File: src/rtl/cernbe_bus_master.sv
// Single-outstanding initiator for the CERN-BE memory bus: valid/ready commands in, responses out.
// Define CERNBE_BUS_MASTER_STATS_EN to add saturating read/write/timeout counters with stat_clr.
module cernbe_bus_master #(
    parameter int ADDR_WIDTH = 2,
    parameter int DATA_WIDTH = 16,
    parameter int TIMEOUT    = 255
) (
    input  logic                  clk,
    input  logic                  rst_n,
    input  logic                  cmd_valid,
    output logic                  cmd_ready,
    input  logic                  cmd_we,
    input  logic [ADDR_WIDTH-1:1] cmd_addr,
    input  logic [DATA_WIDTH-1:0] cmd_wdata,
    output logic                  rsp_valid,
    input  logic                  rsp_ready,
    output logic [DATA_WIDTH-1:0] rsp_rdata,
    output logic                  rsp_err,
    output logic                  busy,
    output logic [ADDR_WIDTH-1:1] VMEAddr,
    output logic [DATA_WIDTH-1:0] VMEWrData,
    output logic                  VMERdMem,
    output logic                  VMEWrMem,
    input  logic [DATA_WIDTH-1:0] VMERdData,
    input  logic                  VMERdDone,
    input  logic                  VMEWrDone
`ifdef CERNBE_BUS_MASTER_STATS_EN
    ,
    input  logic                  stat_clr,
    output logic [15:0]           stat_rd_cnt,
    output logic [15:0]           stat_wr_cnt,
    output logic [15:0]           stat_to_cnt
`endif
);

    typedef enum logic [1:0] {IDLE, STROBE, WAIT, RESP} state_t;

    localparam logic [15:0] TO_LAST = 16'(TIMEOUT - 1);

    state_t                  state, state_nxt;
    logic                    we_q, we_nxt;
    logic [15:0]             to_cnt, to_cnt_nxt;
    logic                    cmd_ready_nxt, busy_nxt;
    logic                    rsp_valid_nxt, rsp_err_nxt;
    logic [DATA_WIDTH-1:0]   rsp_rdata_nxt;
    logic [ADDR_WIDTH-1:1]   addr_nxt;
    logic [DATA_WIDTH-1:0]   wrdata_nxt;
    logic                    rdmem_nxt, wrmem_nxt;
    logic                    done_match;

    // Only the completion matching the latched direction is honoured.
    assign done_match = we_q ? VMEWrDone : VMERdDone;

    always_ff @(posedge clk) begin
        if (!rst_n) begin
            state     <= IDLE;
            we_q      <= 1'b0;
            to_cnt    <= '0;
            cmd_ready <= 1'b0;
            busy      <= 1'b0;
            rsp_valid <= 1'b0;
            rsp_err   <= 1'b0;
            rsp_rdata <= '0;
            VMEAddr   <= '0;
            VMEWrData <= '0;
            VMERdMem  <= 1'b0;
            VMEWrMem  <= 1'b0;
        end else begin
            state     <= state_nxt;
            we_q      <= we_nxt;
            to_cnt    <= to_cnt_nxt;
            cmd_ready <= cmd_ready_nxt;
            busy      <= busy_nxt;
            rsp_valid <= rsp_valid_nxt;
            rsp_err   <= rsp_err_nxt;
            rsp_rdata <= rsp_rdata_nxt;
            VMEAddr   <= addr_nxt;
            VMEWrData <= wrdata_nxt;
            VMERdMem  <= rdmem_nxt;
            VMEWrMem  <= wrmem_nxt;
        end
    end

    always_comb begin
        state_nxt     = state;
        we_nxt        = we_q;
        to_cnt_nxt    = to_cnt;
        rsp_valid_nxt = rsp_valid;
        rsp_err_nxt   = rsp_err;
        rsp_rdata_nxt = rsp_rdata;
        addr_nxt      = VMEAddr;
        wrdata_nxt    = VMEWrData;
        rdmem_nxt     = 1'b0;
        wrmem_nxt     = 1'b0;

        case (state)
            IDLE: begin
                if (cmd_valid && cmd_ready) begin
                    state_nxt  = STROBE;
                    we_nxt     = cmd_we;
                    addr_nxt   = cmd_addr;
                    wrdata_nxt = cmd_we ? cmd_wdata : '0;
                    wrmem_nxt  = cmd_we;
                    rdmem_nxt  = !cmd_we;
                end
            end
            STROBE: begin
                to_cnt_nxt = '0;
                state_nxt  = WAIT;
            end
            WAIT: begin
                // A completion in the last allowed cycle still wins over the timeout.
                if (done_match) begin
                    rsp_valid_nxt = 1'b1;
                    rsp_err_nxt   = 1'b0;
                    rsp_rdata_nxt = we_q ? '0 : VMERdData;
                    state_nxt     = RESP;
                end else if (to_cnt == TO_LAST) begin
                    rsp_valid_nxt = 1'b1;
                    rsp_err_nxt   = 1'b1;
                    rsp_rdata_nxt = '0;
                    state_nxt     = RESP;
                end else begin
                    to_cnt_nxt = to_cnt + 16'd1;
                end
            end
            RESP: begin
                if (rsp_ready) begin
                    rsp_valid_nxt = 1'b0;
                    state_nxt     = IDLE;
                end
            end
            default: state_nxt = IDLE;
        endcase

        cmd_ready_nxt = (state_nxt == IDLE);
        busy_nxt      = (state_nxt != IDLE);
    end

`ifdef CERNBE_BUS_MASTER_STATS_EN
    logic evt_rd, evt_wr, evt_to;

    assign evt_rd = (state == WAIT) && !we_q && VMERdDone;
    assign evt_wr = (state == WAIT) && we_q && VMEWrDone;
    assign evt_to = (state == WAIT) && !done_match && (to_cnt == TO_LAST);

    // Clear wins over a same-cycle event; counters stick at all-ones.
    always_ff @(posedge clk) begin
        if (!rst_n || stat_clr) begin
            stat_rd_cnt <= '0;
            stat_wr_cnt <= '0;
            stat_to_cnt <= '0;
        end else begin
            if (evt_rd && stat_rd_cnt != 16'hFFFF) stat_rd_cnt <= stat_rd_cnt + 16'd1;
            if (evt_wr && stat_wr_cnt != 16'hFFFF) stat_wr_cnt <= stat_wr_cnt + 16'd1;
            if (evt_to && stat_to_cnt != 16'hFFFF) stat_to_cnt <= stat_to_cnt + 16'd1;
        end
    end
`endif

endmodule

File: config.mk
export PLATFORM = sky130hd
export DESIGN_NAME = cernbe_bus_master
export DESIGN_NICKNAME = d
export VERILOG_FILES = /design/src/rtl/cernbe_bus_master.sv
export SDC_FILE = /design/constraint.sdc
export NUM_CORES = 1
export LEC_CHECK = 0
export BUFFER_PORTS_ARGS = -buffer_cell sky130_fd_sc_hd__buf_2
export CAP_MARGIN = 0
export CORE_MARGIN = 3
export CORE_UTILIZATION = 53
export DETAILED_ROUTE_END_ITERATION = 8
export PLACE_DENSITY = 0.85
export SLEW_MARGIN = 20
export SYNTH_ARGS = -nofsm -noshare
export SYNTH_HDL_FRONTEND = slang
export SYNTH_SLANG_ARGS = --single-unit
File: constraint.sdc
create_clock -name clk -period 3.18 [get_ports clk]
set_input_delay 0.636 -clock clk [delete_from_list [all_inputs] [get_ports clk]]
set_output_delay 0.636 -clock clk [all_outputs]
set_load 0.005 [all_outputs]
==> summary.md <==
| Metric | Value |
|---|---|
| Core area | `4120 µm²` |
| Leak | `1.31 nW` |
| Post-synthesis async set-or-reset flop share | `0%` |
| Total CTS buffers | `9` |
| Post-Synthesis Cells | `260` |
| Hold Startpoint | `cmd_we` |
| Gr ovfl total | `0` |
| Port buffer count | `78` |
| Mapped Nets | `302` |
| Switching part of the total power | `22.8%` |
| Setup CP Type | `flop to flop` |
| # DRC | `0` |
| Met3 Usage GRT | `7.34%` |
| PD cells | `531 nW/µm²` |
| Crit path from | `to_cnt[0]` |
| Gr busiest metal | `met2` |
| Post-route antenna net violation count | `0` |
| Detailed Place HPWL | `3.88 mm` |
| Power share of the sequential group | `49.0%` |
| Overall global routing resource usage | `22.2%` |
| Worst-Margin Slew | `872 ps` |
| Yosys reg bits | `58` |
| Clock power share | `42.6%` |
| Pwr Total | `1.56 mW` |
| Sw Pwr | `0.355 mW` |
| Unrepaired setup endpoints after global routing | `no` |
| Internal power consumption | `1.20 mW` |
| DR vias | `2,161` |
| Setup TNS | `0 ps` |
| Maximum buffer depth of the clock tree | `2` |
| Sequential area share after synthesis | `49.8%` |
| Chip width | `72.3 µm` |
| Area Overhead vs Synth | `25.7%` |
| First-pass GRT wire length | `9.05 mm` |
| Peak supply drop | `383 µV` |
| Initial antenna violation count | `0` |
| Clock transition at path regs | `60 ps` |
| Post-CTS setup buffers | `0` |
| Comb power frac | `8.4%` |
| Initial DRT Pass Iterations | `4` |
| DRT iter0 DRCs | `100` |
| Largest net degree at the start of global routing | `34` |
| CP Data Arrival Time | `2650 ps` |
| Mean post-synth cell area | `8.97 µm²` |
| Post-synth EDFFs | `0` |
| Synth warn | `0` |
| Top_reg_cell synth | `dfxtp_1` |
| Setup crit end kind | `flop` |
| Max-Cap Viols | `0` |
| Routed WL | `5.48 mm` |
| Hold Worst Slack | `468 ps` |
| Die area | `5230 µm²` |
| Layout fillers | `318` |
| CTS tree | `built` |
| Number of diodes | `0` |
| IO Count | `79` |
| Grt met2 use | `35.6%` |
| Skew-Pair Late Insertion Delay | `330 ps` |
| Die H | `72.3 µm` |
| Final setup viols | `0` |
| Status | `finished clean` |
| Tmin final | `2440 ps` |
| Worst-path fanout max | `8` |
| CTS Hold Bufs | `0` |
| Critical Path Start Type | `flop` |
| CP Data Required Time | `3400 ps` |
| Vias in the first global route | `2,038` |
| Fin util | `71.2%` |
| Hold Path Class | `input port to flop` |
| Rows | `23` |
| Max H-tree Level | `3` |
| Layout cell share with drive strength beyond 1 | `30.5%` |
| DR vias/cell | `5.57` |
| Final clock skew | `5.82 ps` |
| Post-CTS resize count | `0` |
| Synth cell types | `45` |
| Endpoints failing hold | `0` |
| Tcrit/Tclk final | `76.6%` |
| Initial core utilization | `56.7%` |
| Met1 Track Usage GR | `26.2%` |
| Mean routed wirelength per cell | `14.1 µm` |
| Routability Congestion | `0.846` |
| Num Clock Sinks | `58` |
| Final Max Slew Viols | `0` |
| Max Freq | `0.411 GHz` |
| Max_slew headroom | `41.3%` |
| Mapped Area | `2330 µm²` |
| Final nets | `377` |
| Worst r2r src | `to_cnt[0]` |
| Root Driver | `clkbuf_8` |
-- power by group through the flow --
stage	clock network (mW)	logic (mW)	registers [mW]
after floorplan	0	0.0729	0.775
after global placement	0	0.126	0.778
after detailed placement	0	0.129	0.778
after CTS	0.672	0.130	0.763
after global routing	0.710	0.146	0.765
final	0.663	0.131	0.763
-- through the flow --
| stage | instance area, µm² | instances | setup slack [ps] |
|---|---|---|---|
| after floorplan | 2330 | 260 | 1070 |
| after global placement | 2730 | 374 | 839 |
| after detailed placement | 2730 | 374 | 778 |
| after CTS | 2920 | 388 | 760 |
| after global routing | 2930 | 388 | 649 |
| final | 2930 | 388 | 744 |
-- logic make-up after synthesis --
| logic type | after synthesis | share of synthesized area (%) |
|---|---|---|
| simple gates | 110 | 23.9 |
| compound gates | 58 | 17.1 |
| flops | 58 | 49.8 |
| buf+inv | 23 | 4.40 |
| mux | 5 | 2.20 |
| xor+xnor | 4 | 1.50 |
| fa+ha+maj | 2 | 1.07 |
-- cells in the mapped netlist, drive strengths merged (3+ instances only) --
library cell	instances	share of area [%]
and3	6	1.6
nor4	3	0.80
a31oi	6	1.6
clkbuf	10	1.6
nand3	24	5.2
a21oi	3	0.64
nand2	32	5.2
inv	5	0.80
nor3	5	1.1
a22o	16	6.0
dfxtp	58	50
buf	7	1.8
nor2	17	2.7
nand4	6	1.6
o21ai	20	4.3
and4	3	1.2
mux2i	4	1.7
nand2b	3	0.80
and2	3	0.80
or4	3	1.1
-- worst paths after layout --
kind | to | cells past startpoint | slack [ps]
worst min-delay path | VMERdMem | 2 | 470
worst max-delay path | to_cnt[7] | 7 | 740
worst min register to register | rsp_rdata[15] | 2 | 470
worst max register to register | to_cnt[7] | 7 | 740
-- placed cells by master, fill, tap and decap left out, types with 4 or more instances in the layout --
| master | count |
|---|---|
| buf_2 | 78 |
| dfxtp_1 | 58 |
| nand2_1 | 32 |
| nand3_1 | 24 |
| o21ai_0 | 19 |
| nor2_1 | 17 |
| a22o_1 | 16 |
| clkbuf_8 | 11 |
| nand4_1 | 6 |
| and3_1 | 6 |
| a31oi_1 | 6 |
| inv_1 | 5 |
| nor3_1 | 5 |
| mux2i_1 | 4 |
-- per-layer routing --
metal | wire length (µm) | vias to the layer above
li1 | - | 1088
met1 | 2300 | 998
met2 | 2700 | 65
met3 | 380 | 10
met4 | 91 | 0
met5 | 0 | -
-- sequential cells by signal (all words and copies together) (netlist names) --
| signal | flops |
|---|---|
| to_cnt | 16 |
| state | 2 |
| we_q | 1 |
| VMEAddr | 1 |
| cmd_ready | 1 |
| VMEWrMem | 1 |
| rsp_err | 1 |
| VMERdMem | 1 |
| busy | 1 |
| rsp_rdata | 16 |
| VMEWrData | 16 |
| rsp_valid | 1 |
-- layout make-up --
class	count	area (µm²)	area share, %
Clock buffer	12	155	5.29
Clock inverter	2	37.5	1.28
Sequential cell	58	1160	39.6
Tap cell	50	62.6	2.13
Timing Repair Buffer	81	413	14.1
Multi-Input combinational cell	179	1080	36.8
Inverter	6	22.5	0.768
-- worst max-delay path, stage by stage (launching register included) --
cell,delay (ps)
dfxtp_1,400
inv_1,60
ha_1,190
nor4b_1,150
and4_1,300
nor4_1,790
a211oi_1,170
a41o_2,260
(Power assumes the default switching activity.)
